`src/rtl/sif_mc_bridge_if.sv`:
```
// Host (XA) and write-access (WA) bus bundle for sif_mc_bridge.
// master = host plus consumers driving the bridge, slave = the bridge itself.
interface sif_mc_bridge_if #(
  parameter int AW  = 16,
  parameter int DW  = 16,
  parameter int NCH = 2
);
  logic [AW-1:0]     xa_addr;
  logic [DW-1:0]     xa_data_wr;
  logic              xa_wr_s;
  logic              xa_rd_s;
  logic [DW-1:0]     xa_data_rd;
  logic              xa_rd_vld;
  logic [NCH*AW-1:0] wa_addr;
  logic [NCH*DW-1:0] wa_data_wr;
  logic [NCH-1:0]    wa_wr_s;
  logic [NCH-1:0]    wa_rdy;
  logic [NCH-1:0]    xa_full;

  modport master (
    output xa_addr, xa_data_wr, xa_wr_s, xa_rd_s, wa_rdy,
    input  xa_data_rd, xa_rd_vld, wa_addr, wa_data_wr, wa_wr_s, xa_full
  );

  modport slave (
    input  xa_addr, xa_data_wr, xa_wr_s, xa_rd_s, wa_rdy,
    output xa_data_rd, xa_rd_vld, wa_addr, wa_data_wr, wa_wr_s, xa_full
  );
endinterface

```
`src/rtl/sif_mc_bridge.sv`:
```
// Multi-channel SIF write bridge: routes host writes into per-channel FWFT FIFOs.
// Optional macro SIF_DROP_CNT_EN adds an 8-bit saturating drop counter per channel.
module sif_mc_bridge #(
  parameter int AW         = 16,
  parameter int DW         = 16,
  parameter int NCH        = 2,
  parameter int FIFO_DEPTH = 4
) (
  input  logic            clk,
  input  logic            rst_n,
  sif_mc_bridge_if.slave  bus
);
  localparam int CHW  = $clog2(NCH);
  localparam int CNTW = $clog2(FIFO_DEPTH) + 1;
  localparam int PW   = $clog2(FIFO_DEPTH);
  localparam int EW   = AW + DW;

  logic [EW-1:0]   mem [NCH][FIFO_DEPTH];
  logic [CNTW-1:0] cnt [NCH];
  logic [CNTW-1:0] cnt_nxt [NCH];
  logic [PW-1:0]   wr_ptr [NCH];
  logic [PW-1:0]   rd_ptr [NCH];
  logic [PW-1:0]   rd_ptr_nxt [NCH];
  logic [NCH-1:0]  ovf;
  logic [NCH-1:0]  hit_rd, push, drop, pop, load_new, head_upd;
  logic [CHW-1:0]  ch;
  logic [DW-1:0]   status;
  logic [EW-1:0]   wr_entry;

`ifdef SIF_DROP_CNT_EN
  logic [7:0]      drop_cnt [NCH];
`endif

  assign ch       = bus.xa_addr[AW-1 -: CHW];
  assign wr_entry = {bus.xa_addr, bus.xa_data_wr};

  always_comb begin
    hit_rd      = '0;
    push        = '0;
    drop        = '0;
    pop         = '0;
    load_new    = '0;
    head_upd    = '0;
    bus.wa_wr_s = '0;
    for (int c = 0; c < NCH; c++) begin
      hit_rd[c]      = bus.xa_rd_s && (ch == CHW'(c));
      push[c]        = bus.xa_wr_s && (ch == CHW'(c)) && (cnt[c] != CNTW'(FIFO_DEPTH));
      drop[c]        = bus.xa_wr_s && (ch == CHW'(c)) && (cnt[c] == CNTW'(FIFO_DEPTH));
      pop[c]         = (cnt[c] != '0) && bus.wa_rdy[c];
      cnt_nxt[c]     = cnt[c] + CNTW'(push[c]) - CNTW'(pop[c]);
      rd_ptr_nxt[c]  = rd_ptr[c] + PW'(pop[c]);
      // Pushed entry becomes the head only if nothing else remains after the pop.
      load_new[c]    = push[c] && ((cnt[c] == '0) || ((cnt[c] == CNTW'(1)) && pop[c]));
      head_upd[c]    = cnt_nxt[c] != '0;
      bus.wa_wr_s[c] = cnt[c] != '0;
    end
  end

  always_comb begin
    status            = '0;
    status[DW-1]      = ovf[ch];
    status[CNTW-1:0]  = cnt[ch];
`ifdef SIF_DROP_CNT_EN
    status[15:8]      = drop_cnt[ch];
`endif
  end

  always_ff @(posedge clk) begin
    for (int c = 0; c < NCH; c++) begin
      if (push[c]) mem[c][wr_ptr[c]] <= wr_entry;
    end
  end

  always_ff @(posedge clk or negedge rst_n) begin
    if (!rst_n) begin
      for (int c = 0; c < NCH; c++) begin
        cnt[c]    <= '0;
        wr_ptr[c] <= '0;
        rd_ptr[c] <= '0;
      end
      ovf            <= '0;
      bus.xa_full    <= '0;
      bus.wa_addr    <= '0;
      bus.wa_data_wr <= '0;
      bus.xa_data_rd <= '0;
      bus.xa_rd_vld  <= 1'b0;
    end else begin
      for (int c = 0; c < NCH; c++) begin
        cnt[c]         <= cnt_nxt[c];
        rd_ptr[c]      <= rd_ptr_nxt[c];
        bus.xa_full[c] <= cnt_nxt[c] == CNTW'(FIFO_DEPTH);
        if (push[c]) wr_ptr[c] <= wr_ptr[c] + PW'(1);
        // Set wins over read-clear.
        if (drop[c])        ovf[c] <= 1'b1;
        else if (hit_rd[c]) ovf[c] <= 1'b0;
        // Lanes hold their last value once the channel runs empty.
        if (load_new[c]) begin
          bus.wa_addr[c*AW +: AW]    <= bus.xa_addr;
          bus.wa_data_wr[c*DW +: DW] <= bus.xa_data_wr;
        end else if (head_upd[c]) begin
          bus.wa_addr[c*AW +: AW]    <= mem[c][rd_ptr_nxt[c]][EW-1 -: AW];
          bus.wa_data_wr[c*DW +: DW] <= mem[c][rd_ptr_nxt[c]][DW-1:0];
        end
      end
      bus.xa_rd_vld <= bus.xa_rd_s;
      if (bus.xa_rd_s) bus.xa_data_rd <= status;
    end
  end

`ifdef SIF_DROP_CNT_EN
  always_ff @(posedge clk or negedge rst_n) begin
    if (!rst_n) begin
      for (int c = 0; c < NCH; c++) drop_cnt[c] <= '0;
    end else begin
      for (int c = 0; c < NCH; c++) begin
        if (hit_rd[c])                          drop_cnt[c] <= drop[c] ? 8'd1 : 8'd0;
        else if (drop[c] && drop_cnt[c] != 8'hFF) drop_cnt[c] <= drop_cnt[c] + 8'd1;
      end
    end
  end
`endif

endmodule

```
`src/flat_wrapper.sv`:
```
// flat-port wrapper written by rule: the top's interface ports become plain ports
module sif_mc_bridge_flat 
#(
  parameter int AW         = 16,
  parameter int DW         = 16,
  parameter int NCH        = 2,
  parameter int FIFO_DEPTH = 4
)
  (clk, rst_n, bus_xa_addr, bus_xa_data_wr, bus_xa_wr_s, bus_xa_rd_s, bus_wa_rdy, bus_xa_data_rd, bus_xa_rd_vld, bus_wa_addr, bus_wa_data_wr, bus_wa_wr_s, bus_xa_full);
  sif_mc_bridge_if #(.AW(AW), .DW(DW), .NCH(NCH)) bus_i ();
  input  logic clk;
  input  logic rst_n;
  input wire logic [$bits(bus_i.xa_addr)-1:0] bus_xa_addr;
  input wire logic [$bits(bus_i.xa_data_wr)-1:0] bus_xa_data_wr;
  input wire logic [$bits(bus_i.xa_wr_s)-1:0] bus_xa_wr_s;
  input wire logic [$bits(bus_i.xa_rd_s)-1:0] bus_xa_rd_s;
  input wire logic [$bits(bus_i.wa_rdy)-1:0] bus_wa_rdy;
  output wire logic [$bits(bus_i.xa_data_rd)-1:0] bus_xa_data_rd;
  output wire logic [$bits(bus_i.xa_rd_vld)-1:0] bus_xa_rd_vld;
  output wire logic [$bits(bus_i.wa_addr)-1:0] bus_wa_addr;
  output wire logic [$bits(bus_i.wa_data_wr)-1:0] bus_wa_data_wr;
  output wire logic [$bits(bus_i.wa_wr_s)-1:0] bus_wa_wr_s;
  output wire logic [$bits(bus_i.xa_full)-1:0] bus_xa_full;
  assign bus_i.xa_addr = bus_xa_addr;
  assign bus_i.xa_data_wr = bus_xa_data_wr;
  assign bus_i.xa_wr_s = bus_xa_wr_s;
  assign bus_i.xa_rd_s = bus_xa_rd_s;
  assign bus_i.wa_rdy = bus_wa_rdy;
  assign bus_xa_data_rd = bus_i.xa_data_rd;
  assign bus_xa_rd_vld = bus_i.xa_rd_vld;
  assign bus_wa_addr = bus_i.wa_addr;
  assign bus_wa_data_wr = bus_i.wa_data_wr;
  assign bus_wa_wr_s = bus_i.wa_wr_s;
  assign bus_xa_full = bus_i.xa_full;
  sif_mc_bridge #(.AW(AW), .DW(DW), .NCH(NCH), .FIFO_DEPTH(FIFO_DEPTH)) u_core (.clk(clk), .rst_n(rst_n), .bus(bus_i));
endmodule
```
`config.mk`:
```
export PLATFORM = sky130hd
export DESIGN_NAME = sif_mc_bridge_flat
export DESIGN_NICKNAME = d
export VERILOG_FILES = /design/src/rtl/sif_mc_bridge_if.sv /design/src/rtl/sif_mc_bridge.sv /design/src/flat_wrapper.sv
export SDC_FILE = /design/constraint.sdc
export NUM_CORES = 1
export LEC_CHECK = 0
export ABC_AREA = 1
export CAP_MARGIN = 20
export CELL_PAD_IN_SITES_DETAIL_PLACEMENT = 2
export CELL_PAD_IN_SITES_GLOBAL_PLACEMENT = 2
export CORE_MARGIN = 2
export CORE_UTILIZATION = 37
export DETAILED_ROUTE_END_ITERATION = 12
export PLACE_DENSITY_LB_ADDON = 0.1
export SYNTH_ARGS = -nofsm -noshare
export SYNTH_HDL_FRONTEND = slang
export SYNTH_SLANG_ARGS = --single-unit
```
`constraint.sdc`:
```
create_clock -name clk -period 3.96 [get_ports clk]
set_input_delay 0.792 -clock clk [delete_from_list [all_inputs] [get_ports clk]]
set_output_delay 0.792 -clock clk [all_outputs]
set_load 0.005 [all_outputs]
```
### After elaboration in Yosys (flattened, before gate mapping)

Memory sizes are Yosys's and may differ from the RTL's.
Index checks and enable logic that the tools add are counted.
Widths: inputs -> output; s select.

* register bits after elaboration: 87
* bits in writable memories: 256
* word-level logic and storage cells: 109
* memories kept: 1

* add/sub/neg operators: 8
* magnitude comparators: 8
* equality and inequality tests: 8
* multiplexer cells: 34
* bitwise logic cells: 6
* reduce and logical (&&, ||, !) cells: 29

Memory list
* u_core.mem: words 2, width 128, read ports 2, clocked after Yosys merged registers in 0, write ports 1, RTL line sif_mc_bridge.sv:18 `logic [EW-1:0] mem [NCH][FIFO_DEPTH];`

Operator list (count)
* $mux 128: 4
* $mux 32: 6
* $bmux 32 s2: 2
* $demux 32 s2: 2
* $mux 16: 8
* $reduce_or 128->1: 1
* $logic_and 1x1->1: 16
* $eq 3x3->1 const B: 4
* $ge 3x3->1 const B: 4
* $not 2->3: 4
* $reduce_bool 3->1: 4
* $mux 1: 9
* $mux 3: 3
* $reduce_bool 2->1: 4
* $add 3x1->3: 2
* $eq 3x1->1 const B: 2
* $logic_not 3->1: 2
* $lt 3x1->1 const B: 2
* $ne 3x3->1 const B: 2
* $sub 3x1->3: 2
* $add 2x1->2: 2
* $add 2x1->2 const B: 2
* $ge 2x2->1 const B: 1
* $logic_or 1x1->1: 2
* 3 further kinds: 3

### Longest topological paths before layout

Gate-level depths: netlist of run 1.

* depth after elaboration: 9
* depth in mapped cells: 15
* gate-level depth less buffers: 14

### Worst setup path before layout of run 1

OpenSTA, ideal clock, no wires.

* path type: input-to-reg
* from: input bus_xa_addr[15]
* to: memory u_core.mem[0][0] in the netlist's numbering (enable)
* library setup time: 0.421 ns
* arrival: 2.762 ns
* slack: 0.777 ns
* stages on the path: 6
* path buffers: 1
* path through: inv_1 > nand2_1 > a21oi_4 > buf_2 > inv_2 > nor2_1

* word-level cells in the longest chain between the ends: 6
* elaborated cells on any way between the ends: 12

RTL lines
* start, declared: RTL line flat_wrapper.sv:13 `input wire logic [$bits(bus_i.xa_addr)-1:0] bus_xa_addr;`
* $not 1->1: RTL line sif_mc_bridge.sv:47 `push[c] = bus.xa_wr_s && (ch == CHW'(c)) && (cnt[c] != CNTW'(FIFO_DEPTH));`
* $logic_and 1x1->1 (2 in a row): RTL line sif_mc_bridge.sv:47
* named net u_core.push[0]: RTL line sif_mc_bridge.sv:25 `logic [NCH-1:0] hit_rd, push, drop, pop, load_new, head_upd;`
* $mux 1: RTL line sif_mc_bridge.sv:70 `if (push[c]) mem[c][wr_ptr[c]] <= wr_entry;`
* $mux 128 (not written as such): RTL line sif_mc_bridge.sv:70
* $mux 128 (no source line)
* end, declared: RTL line sif_mc_bridge.sv:18

The timed path passes the listed nets, and every way through them passes these cells.

==> run metrics, run 1 <==
layout cell share with drive strength beyond 1=7.39%; worst-margin pin slew=0.796 ns; IO Port Bufs=110; Synth top area share=51.5%; Final Routed Wirelength=45.6 mm; largest net degree at the start of global routing=66; Worst setup EP type=register; Max Slew Vio Count=0; CTS tree=yes; antenna cells=0; TritonCTS buffer count=40; Synth warnings=0; Req. time, crit path=4.44 ns; DR vias/cell=5.07; Final Cycle Share=75.4%; FP Rows=73; RSZ-0062 raised after global routing=false; Yosys top cell by area=edfxtp_1; HPWL after DPL=28.8 mm; Max Clock Freq=335 MHz; GRT Total Usage=22.3%; total die area=42000 um^2; CTS root buf=clkbuf_16; post-synthesis register bit count=343; fin util=44.9%; area grow syn2layout=19.8%; global route overflow=0; Crit Path Class=primary input to register; Cell variety after synth=26; Setup Skew=0.0106 ns; post-CTS setup buffer count=0; clock-pin slew on the worst setup and hold paths=0.06 ns; 1st-iter DRT viols=606; sequential element share of the synthesized area=66.1%; post-DR wirelength/cell=20.8 um; leakage=7.84 nW; Peak VDD IR=0.631 mV; initial antenna violation count=0; residual DRC count=0; Avg Synthesized Cell Area=9.77 um^2; vias post-DR=11100; first-pass GRT wire length=71.7 mm; Hold WC Path Type=primary input to asynchronous set/reset pin; fillers=4263; Routed Antenna Nets=0; initial core utilization=37.5%; # resized after CTS=0; vias in the first global route=12200; Die Ht=205 um; final net count=1690; CP Launch Type=primary input; Core Area=39800 um^2; I/O Pins=123; CTS Buffer Depth=3; Mapped Area=14900 um^2; Synth Instances=1529; clk_lat worst skew=0.55 ns; CP Max Fanout=32; Die Width=205 um; gpl congestion=0.755; Setup violations, final=0; max_cap viols=0; slew margin rel.=46.9%; hold buffers post-CTS=0; top area cells in the synthesized netlist=edfxtp_1 51%, nand2_1 22%, dfrtp_1 15%; min cycle time layout=2.98 ns; status=completed; DR pass1 iterations=4; Reg2Reg Setup Slack=1.14 ns; CTS H-tree depth=2; Fin. Hold Viols=0; data arrival time of the critical path=3.46 ns; power per cell area=854 nW/um^2; Setup TNS=0 ns; clock sinks=343
[cells by family (layout without fill, tap and decap cells)]
kind of cell | after synthesis | after routing | synth area share (%)
and+or+nand+nor | 1022 | 1022 | 27.5
xor gates and xnor gates | 2 | 2 | 0.117
AOI/OAI and AO/OA | 14 | 14 | 0.704
other | 1 | 12 | 0.0251
adders and majority gates | 15 | 15 | 1.36
DFF | 343 | 343 | 66.1
buffers and inverters | 132 | 257 | 4.23
[synthesized netlist by cell type, drive strengths merged]
library cell and number:
conb 1, ha 13, a21oi 2, a21boi 2
nand2 864, fa 2, buf 60, xor2 2
nand3 69, clkbuf 34, dfrtp 87, inv 38
nor2 22, edfxtp 256, o211ai 3, nand4 64
nor3 2, or2 1, o21ai 7
[routing by layer]
metal / GRT usage, % / wire length [um]
met1: 30.4 / 21100
met2: 37.8 / 22200
met3: 3.05 / 1570
met4: 5.37 / 745
met5: 0 / 0
[layout by cell type (no fill, tap or decap)]
cell	n
a21boi_0	2
a21oi_4	2
buf_12	11
buf_4	29
clkbuf_1	11
clkbuf_16	41
clkbuf_8	5
clkdlybuf4s50_1	109
clkinv_1	7
clkinv_2	6
conb_1	12
dfrtp_1	87
edfxtp_1	256
fa_1	2
ha_1	11
ha_2	2
inv_1	29
inv_2	9
nand2_1	860
nand2_2	4
nand3_1	68
nand3_2	1
nand4_1	64
nor2_1	9
nor2_2	13
nor3_1	2
o211ai_1	3
o21ai_0	5
o21ai_1	2
or2_1	1
xor2_1	2
[area by class of cell]
type	instances	area [um^2]	area share (%)
tap	525	657	3.67
timing repair buffer	149	1530	8.54
clock buffer	57	1140	6.35
inverter	38	143	0.797
sequential	343	9860	55.1
clock inverter	13	56.3	0.315
multi-input combinational	1065	4510	25.2
[where the power goes]
| group | switching [mW] | internal (mW) | total, mW | leakage [nW] |
|---|---|---|---|---|
| clock | 1.44 | 1.98 | 3.42 | 0.589 |
| sequential | 0.366 | 4.64 | 5.00 | 3.40 |
| combinational | 4.58 | 2.27 | 6.85 | 3.86 |
[critical path, cell delays in order]
cell,delay (ns)
clkdlybuf4s50_1,0.78
nand2_1,0.20
a21oi_4,0.15
ha_1,0.16
inv_1,0.05
fa_1,0.51
inv_2,0.05
nor2_2,0.14
buf_4,0.36
nand4_1,0.14
nand2_1,0.11
[state kept, by name, indices dropped and copies added (netlist names)]
signal,flops
u_core.ovf,2
u_core.bus.xa_data_rd,4
u_core.wr_ptr,4
u_core.bus.wa_data_wr,32
u_core.bus.xa_rd_vld,1
u_core.bus.wa_addr,32
u_core.rd_ptr,4
u_core.cnt,6
u_core.mem,256
u_core.bus.xa_full,2
[per-stage QoR]
| step | hold WS, ns | worst slack [ns] | cells | area, um^2 | power [mW] |
|---|---|---|---|---|---|
| finish | 0.289 | 0.976 | 2190 | 17900 | 15.3 |
| global route | 0.309 | 0.820 | 2190 | 17900 | 16.5 |
| CTS | 0.274 | 0.985 | 2190 | 17900 | 15.6 |
| detailed placement | 0.518 | 0.410 | 2120 | 16700 | 12.0 |
| global placement | 0.493 | 0.513 | 2120 | 16700 | 11.7 |
| floorplan | 0.446 | 0.777 | 1540 | 15000 | 9.11 |
[final timing paths]
check                                                        end  depth (start not counted)                              start
hold reg to reg                u_core.bus.wa_addr[0]$_DFFE_PN0P_                          2  u_core.bus.wa_addr[0]$_DFFE_PN0P_
min in group clk               u_core.bus.wa_addr[0]$_DFFE_PN0P_                          2  u_core.bus.wa_addr[0]$_DFFE_PN0P_
max in group asynchronous  u_core.bus.wa_data_wr[23]$_DFFE_PN0P_                          2                              rst_n
setup reg to reg            u_core.bus.wa_data_wr[3]$_DFFE_PN0P_                         14            u_core.cnt[4]$_DFF_PN0_
hold / removal                 u_core.bus.wa_addr[2]$_DFFE_PN0P_                          1                              rst_n
setup / recovery           u_core.bus.wa_data_wr[27]$_DFFE_PN0P_                         11                    bus_xa_addr[15]
Note: power is estimated with default switching activity, not from simulation.
==> run 2: changes to the inputs <==
==> constraint.sdc (replaced) <==
create_clock -name clk -period 3.1 [get_ports clk]
set_input_delay 0.62 -clock clk [delete_from_list [all_inputs] [get_ports clk]]
set_output_delay 0.62 -clock clk [all_outputs]
set_load 0.005 [all_outputs]
==> run 2 against run 1 <==
Against the previous run:
- register-to-register slack lost 0.80 ns
- count of clock-buffer cells in the layout grew 2
- utilization grew 1.1 points
- wire length grew 4.5%
- clock skew grew 0.0065 ns
- largest power group unchanged
==> run metrics, run 2 (same netlist as run 1, synthesis figures left out) <==
I/O Pins=123; Reg2Reg Setup Slack=0.34 ns; Die Ht=205 um; residual DRC count=0; CTS Buffer Depth=3; area post-placement=17000 um^2; CTS tree=yes; total die area=42000 um^2; status=completed; clock sinks=343; Placed Cells=2142; Peak VDD IR=0.549 mV; peak per-stage delay on the critical path=0.52 ns; leakage=8.06 nW; commonest non-fill, non-tap cell in the layout=nand2_1; final net count=1712; CP Launch Type=register; Routed Antenna Nets=0; Worst setup EP type=register; gpl congestion=0.725; HPWL after DPL=30.4 mm; CP Max Fanout=23; Final Routed Wirelength=47.7 mm; CTS root buf=clkbuf_16; DR pass1 iterations=7; Worst Hold Depth=2; Crit path max-delay family=adder cells; CP Buf/Inv Count=4; clk_lat worst skew=0.53 ns; RSZ-0062 raised after global routing=false; max reg flops=256; antenna cells=0; post-route cell area=18300 um^2; RR Endpoint=u_core.bus.wa_addr[20]$_DFFE_PN0P_; Critical Path Slowest Stage Cell=fa_1; layout cell share with drive strength beyond 1=8.82%; Setup Skew=0.0171 ns; fillers=4185; Max Clock Freq=362 MHz; vias in the first global route=12700; GRT Total Usage=23.5%; hold path start=u_core.ovf[1]$_DFFE_PN0P_; # resized after CTS=0; WHS Endpoint=u_core.ovf[1]$_DFFE_PN0P_; worst path cell trace=nor2_2, a21boi_0, ha_1, inv_1, ha_1, inv_1, fa_1, inv_2, nor2_2, nand3_2, buf_12, nand2_1, nand2_1; slew margin rel.=61.2%; 1st-iter DRT viols=627; DR vias/cell=5.10; first-pass GRT wire length=75.3 mm; final cell count without fillers=2214; power per cell area=1120 nW/um^2; Worst R2R Start=u_core.cnt[1]$_DFF_PN0_; max_cap viols=0; fin util=46.0%; data arrival time of the critical path=3.17 ns; largest net degree at the start of global routing=66; Setup TNS=0 ns; most frequent cells in the layout=860 x nand2_1, 256 x edfxtp_1, 109 x clkdlybuf4s50_1; Fin. Hold Viols=0; clock-pin slew on the worst setup and hold paths=0.06 ns; post-DR wirelength/cell=21.5 um; global route overflow=0; IO Port Bufs=110; Core Area=39800 um^2; area of the multi-input gates=4510 um^2; Die Width=205 um; initial antenna violation count=0; Hold WC Path Type=register to register; FF/Latch Area=9860 um^2; initial core utilization=37.5%; FP Rows=73; min cycle time layout=2.76 ns; Final Cycle Share=89.2%; TritonCTS buffer count=39; vias post-DR=11300; Crit Path Class=register to register; Max Slew Vio Count=0; R2R depth=13; CTS H-tree depth=2; area grow syn2layout=22.7%; worst-margin pin slew=0.580 ns; Req. time, crit path=3.50 ns; Setup violations, final=0
run 2: final cells by class:
cell class,count,share of cell area (%)
clock inverters,12,0.990
well taps,525,3.58
clock buffers,59,6.29
multi-input cells,1065,24.6
repair buffers,172,9.91
inverters,38,0.778
flip-flops and latches,343,53.8
run 2: stage by stage:
step	total power [mW]	hold WS, ns	setup WS (ns)
floorplan	11.6	0.324	0.0893
global placement	15.3	0.499	0.0710
detailed placement	15.8	0.512	0.0259
CTS	20.9	0.519	0.317
global route	22.2	0.535	0.133
finish	20.6	0.523	0.335
run 2: worst max path at each step:
stage	startpoint	endpoint	slack (ns)	cells past startpoint
after CTS	u_core.cnt[1]$_DFF_PN0_	u_core.bus.wa_addr[20]$_DFFE_PN0P_	0.32	13
after floorplan	bus_xa_addr[15]	u_core.mem[0][0]$_DFFE_PP_	0.09	6
after detailed placement	bus_wa_rdy[1]	u_core.bus.wa_data_wr[16]$_DFFE_PN0P_	0.03	13
after global placement	bus_xa_wr_s	u_core.bus.wa_data_wr[19]$_DFFE_PN0P_	0.07	12
final	u_core.cnt[1]$_DFF_PN0_	u_core.bus.wa_addr[20]$_DFFE_PN0P_	0.34	13
after global routing	u_core.cnt[1]$_DFF_PN0_	u_core.bus.wa_addr[30]$_DFFE_PN0P_	0.13	13
run 2: report_power, final:
part | internal [mW] | switching [mW]
registers | 5.92 | 0.475
clock network | 2.98 | 1.89
logic | 3.27 | 6.06
total | 12.2 | 8.42
run 2: what timing repair did:
action	in CTS	in global routing
hold buffers	1	0
hold endpoints to repair	19	0
setup buffers	0	0
run 2: per-layer routing:
metal	wire (um)	vias to the layer above	part of all wire [%]	global-route usage [%]
met4	777	0	1.6	5.14
met1	21700	5797	45	31.2
met3	1580	65	3.3	3.09
met5	0	-	0	0
li1	-	5243	-	-
met2	23700	184	50	41.1
run 2: worst register-to-register path: cells and delay by family, from the launching register on:
family	cells	cell delay, ns
fa+ha+maj	3	0.96
simple gates	5	0.75
flops	1	0.45
buf+inv	4	0.34
compound gates	1	0.15
==> run 3: changes to the inputs <==
--- a/config.mk
+++ b/config.mk
@@ -6,10 +6,8 @@
 export NUM_CORES = 1
 export LEC_CHECK = 0
 export ABC_AREA = 1
-export CAP_MARGIN = 20
 export CELL_PAD_IN_SITES_DETAIL_PLACEMENT = 2
 export CELL_PAD_IN_SITES_GLOBAL_PLACEMENT = 2
-export CORE_MARGIN = 2
 export CORE_UTILIZATION = 37
 export DETAILED_ROUTE_END_ITERATION = 12
 export PLACE_DENSITY_LB_ADDON = 0.1
==> run 3 against run 2 <==
Against the previous run:
- design area is 0.71% lower
- utilization is 0.22 points lower
- maximum frequency is 4.5% lower
- sequential share of layout area is 0.38 points higher
- non-clock buffer count stayed put
- clock skew is 0.0016 ns lower
- count of clock-buffer cells in the layout is 5 lower
- first-iteration DRC count is 15% lower
- critical path depth is 1 higher
- sequential power hardly changed
- final cell count is 0.14% higher
==> run metrics, run 3 (same netlist as run 1, synthesis figures left out) <==
antenna cells=0; vias post-DR=11300; Placed Cells=2143; Max Slew Vio Count=0; residual DRC count=0; CTS Buffer Depth=3; hold buffers post-CTS=0; global route overflow=0; max_cap viols=0; CP Launch Type=register; gpl congestion=0.736; Final Cycle Share=93.4%; largest net degree at the start of global routing=53; Peak VDD IR=0.630 mV; initial antenna violation count=0; CTS root buf=clkbuf_16; vias in the first global route=12600; clock sinks=343; fillers=4182; Reg2Reg Setup Slack=0.20 ns; post-route cell area=18200 um^2; Req. time, crit path=3.53 ns; TritonCTS buffer count=40; area grow syn2layout=21.9%; Die Width=203 um; 1st-iter DRT viols=534; min cycle time layout=2.90 ns; final net count=1713; Die Ht=203 um; CTS tree=yes; worst hold slack=0.0389 ns; initial core utilization=37.6%; clk_lat worst skew=0.54 ns; post-CTS setup buffer count=0; post-DR wirelength/cell=21.0 um; DR pass1 iterations=5; final cell count without fillers=2217; data arrival time of the critical path=3.32 ns; DR vias/cell=5.08; leakage=8.00 nW; Worst setup EP type=register; FP Rows=73; power per cell area=1100 nW/um^2; HPWL after DPL=30.3 mm; CTS H-tree depth=2; area post-placement=17000 um^2; GRT Total Usage=23.1%; R2R depth=14; Max Clock Freq=345 MHz; Hold WC Path Type=primary input to asynchronous set/reset pin; slew margin rel.=61.7%; total die area=41200 um^2; worst-margin pin slew=0.573 ns; layout cell share with drive strength beyond 1=8.63%; Final Routed Wirelength=46.6 mm; I/O Pins=123; IO Port Bufs=110; CP Max Fanout=31; Setup violations, final=0; status=completed; Setup Skew=0.0155 ns; max reg flops=256; most frequent cells in the layout=860 x nand2_1, 256 x edfxtp_1, 109 x clkdlybuf4s50_1; Crit Path Class=register to register; Fin. Hold Viols=0; Core Area=39700 um^2; # resized after CTS=0; first-pass GRT wire length=73.2 mm; RSZ-0062 raised after global routing=false; clock-pin slew on the worst setup and hold paths=0.06 ns; Worst R2R Start=u_core.cnt[4]$_DFF_PN0_; Routed Antenna Nets=0; commonest non-fill, non-tap cell in the layout=nand2_1; RR Endpoint=u_core.bus.wa_data_wr[15]$_DFFE_PN0P_
run 3: cell count changes in the layout (fill, tap and decap cells not counted):
cell and change:
clkinv_2 +2, clkbuf_8 -5, clkinv_1 +7, dlygate4sd3_1 -1, clkinvlp_4 +1, inv_6 +2, buf_4 +1, bufinv_16 -4
run 3: worst max-delay path, stage by stage (launching register included):
cell and delay, ns:
dfrtp_1 0.48, nor2_1 0.15, nand2_1 0.15, nand2_1 0.09
nor2_1 0.21, or2_1 0.15, ha_1 0.14, inv_1 0.06
fa_1 0.54, inv_2 0.05, nor2_2 0.18, nand3_1 0.21
buf_12 0.22, nand2_1 0.09, nand2_1 0.05
run 3: worst max path at each step:
stage	startpoint	cells after the start	endpoint
after floorplan	bus_xa_addr[15]	6	u_core.mem[0][0]$_DFFE_PP_
after global placement	bus_wa_rdy[1]	12	u_core.bus.wa_data_wr[30]$_DFFE_PN0P_
after detailed placement	bus_wa_rdy[0]	13	u_core.bus.wa_addr[3]$_DFFE_PN0P_
after CTS	u_core.cnt[1]$_DFF_PN0_	12	u_core.bus.wa_data_wr[24]$_DFFE_PN0P_
after global routing	u_core.cnt[4]$_DFF_PN0_	14	u_core.bus.wa_addr[7]$_DFFE_PN0P_
final	u_core.cnt[4]$_DFF_PN0_	14	u_core.bus.wa_data_wr[15]$_DFFE_PN0P_
run 3: stage by stage:
| stage | setup slack, ns | total power, mW | util, % | TNS [ns] |
|---|---|---|---|---|
| after floorplan | 0.0893 | 11.6 | - | 0 |
| after global placement | 0.00303 | 15.4 | 42.8 | 0 |
| after detailed placement | -0.141 | 15.8 | 42.8 | -5.31 |
| after CTS | 0.213 | 20.4 | 45.8 | 0 |
| after global routing | 0.0906 | 21.6 | 45.8 | 0 |
| final | 0.205 | 20.1 | 45.8 | 0 |
run 3: per-layer routing:
| metal | part of all wire (%) | global-route usage [%] | up-vias |
|---|---|---|---|
| li1 | - | - | 5250 |
| met1 | 45 | 30.6 | 5766 |
| met2 | 50 | 40.0 | 195 |
| met3 | 3.4 | 3.10 | 56 |
| met4 | 1.7 | 5.69 | 0 |
| met5 | 0 | 0 | - |
run 3: report_power, final:
part	internal (mW)	switching [mW]	leakage (nW)	total [mW]
Sequential	5.92	0.458	3.40	6.38
Clock	2.54	1.88	0.589	4.42
Combinational	3.27	6.03	4.01	9.30
run 3: area by class of cell:
cell class,count,area [um^2],share of cell area [%]
sequential,343,9860,54.2
multi-input combinational,1065,4510,24.8
timing repair buffer,172,1810,9.97
clock buffer,54,1080,5.96
tap,525,657,3.61
inverter,38,143,0.784
clock inverter,20,123,0.674
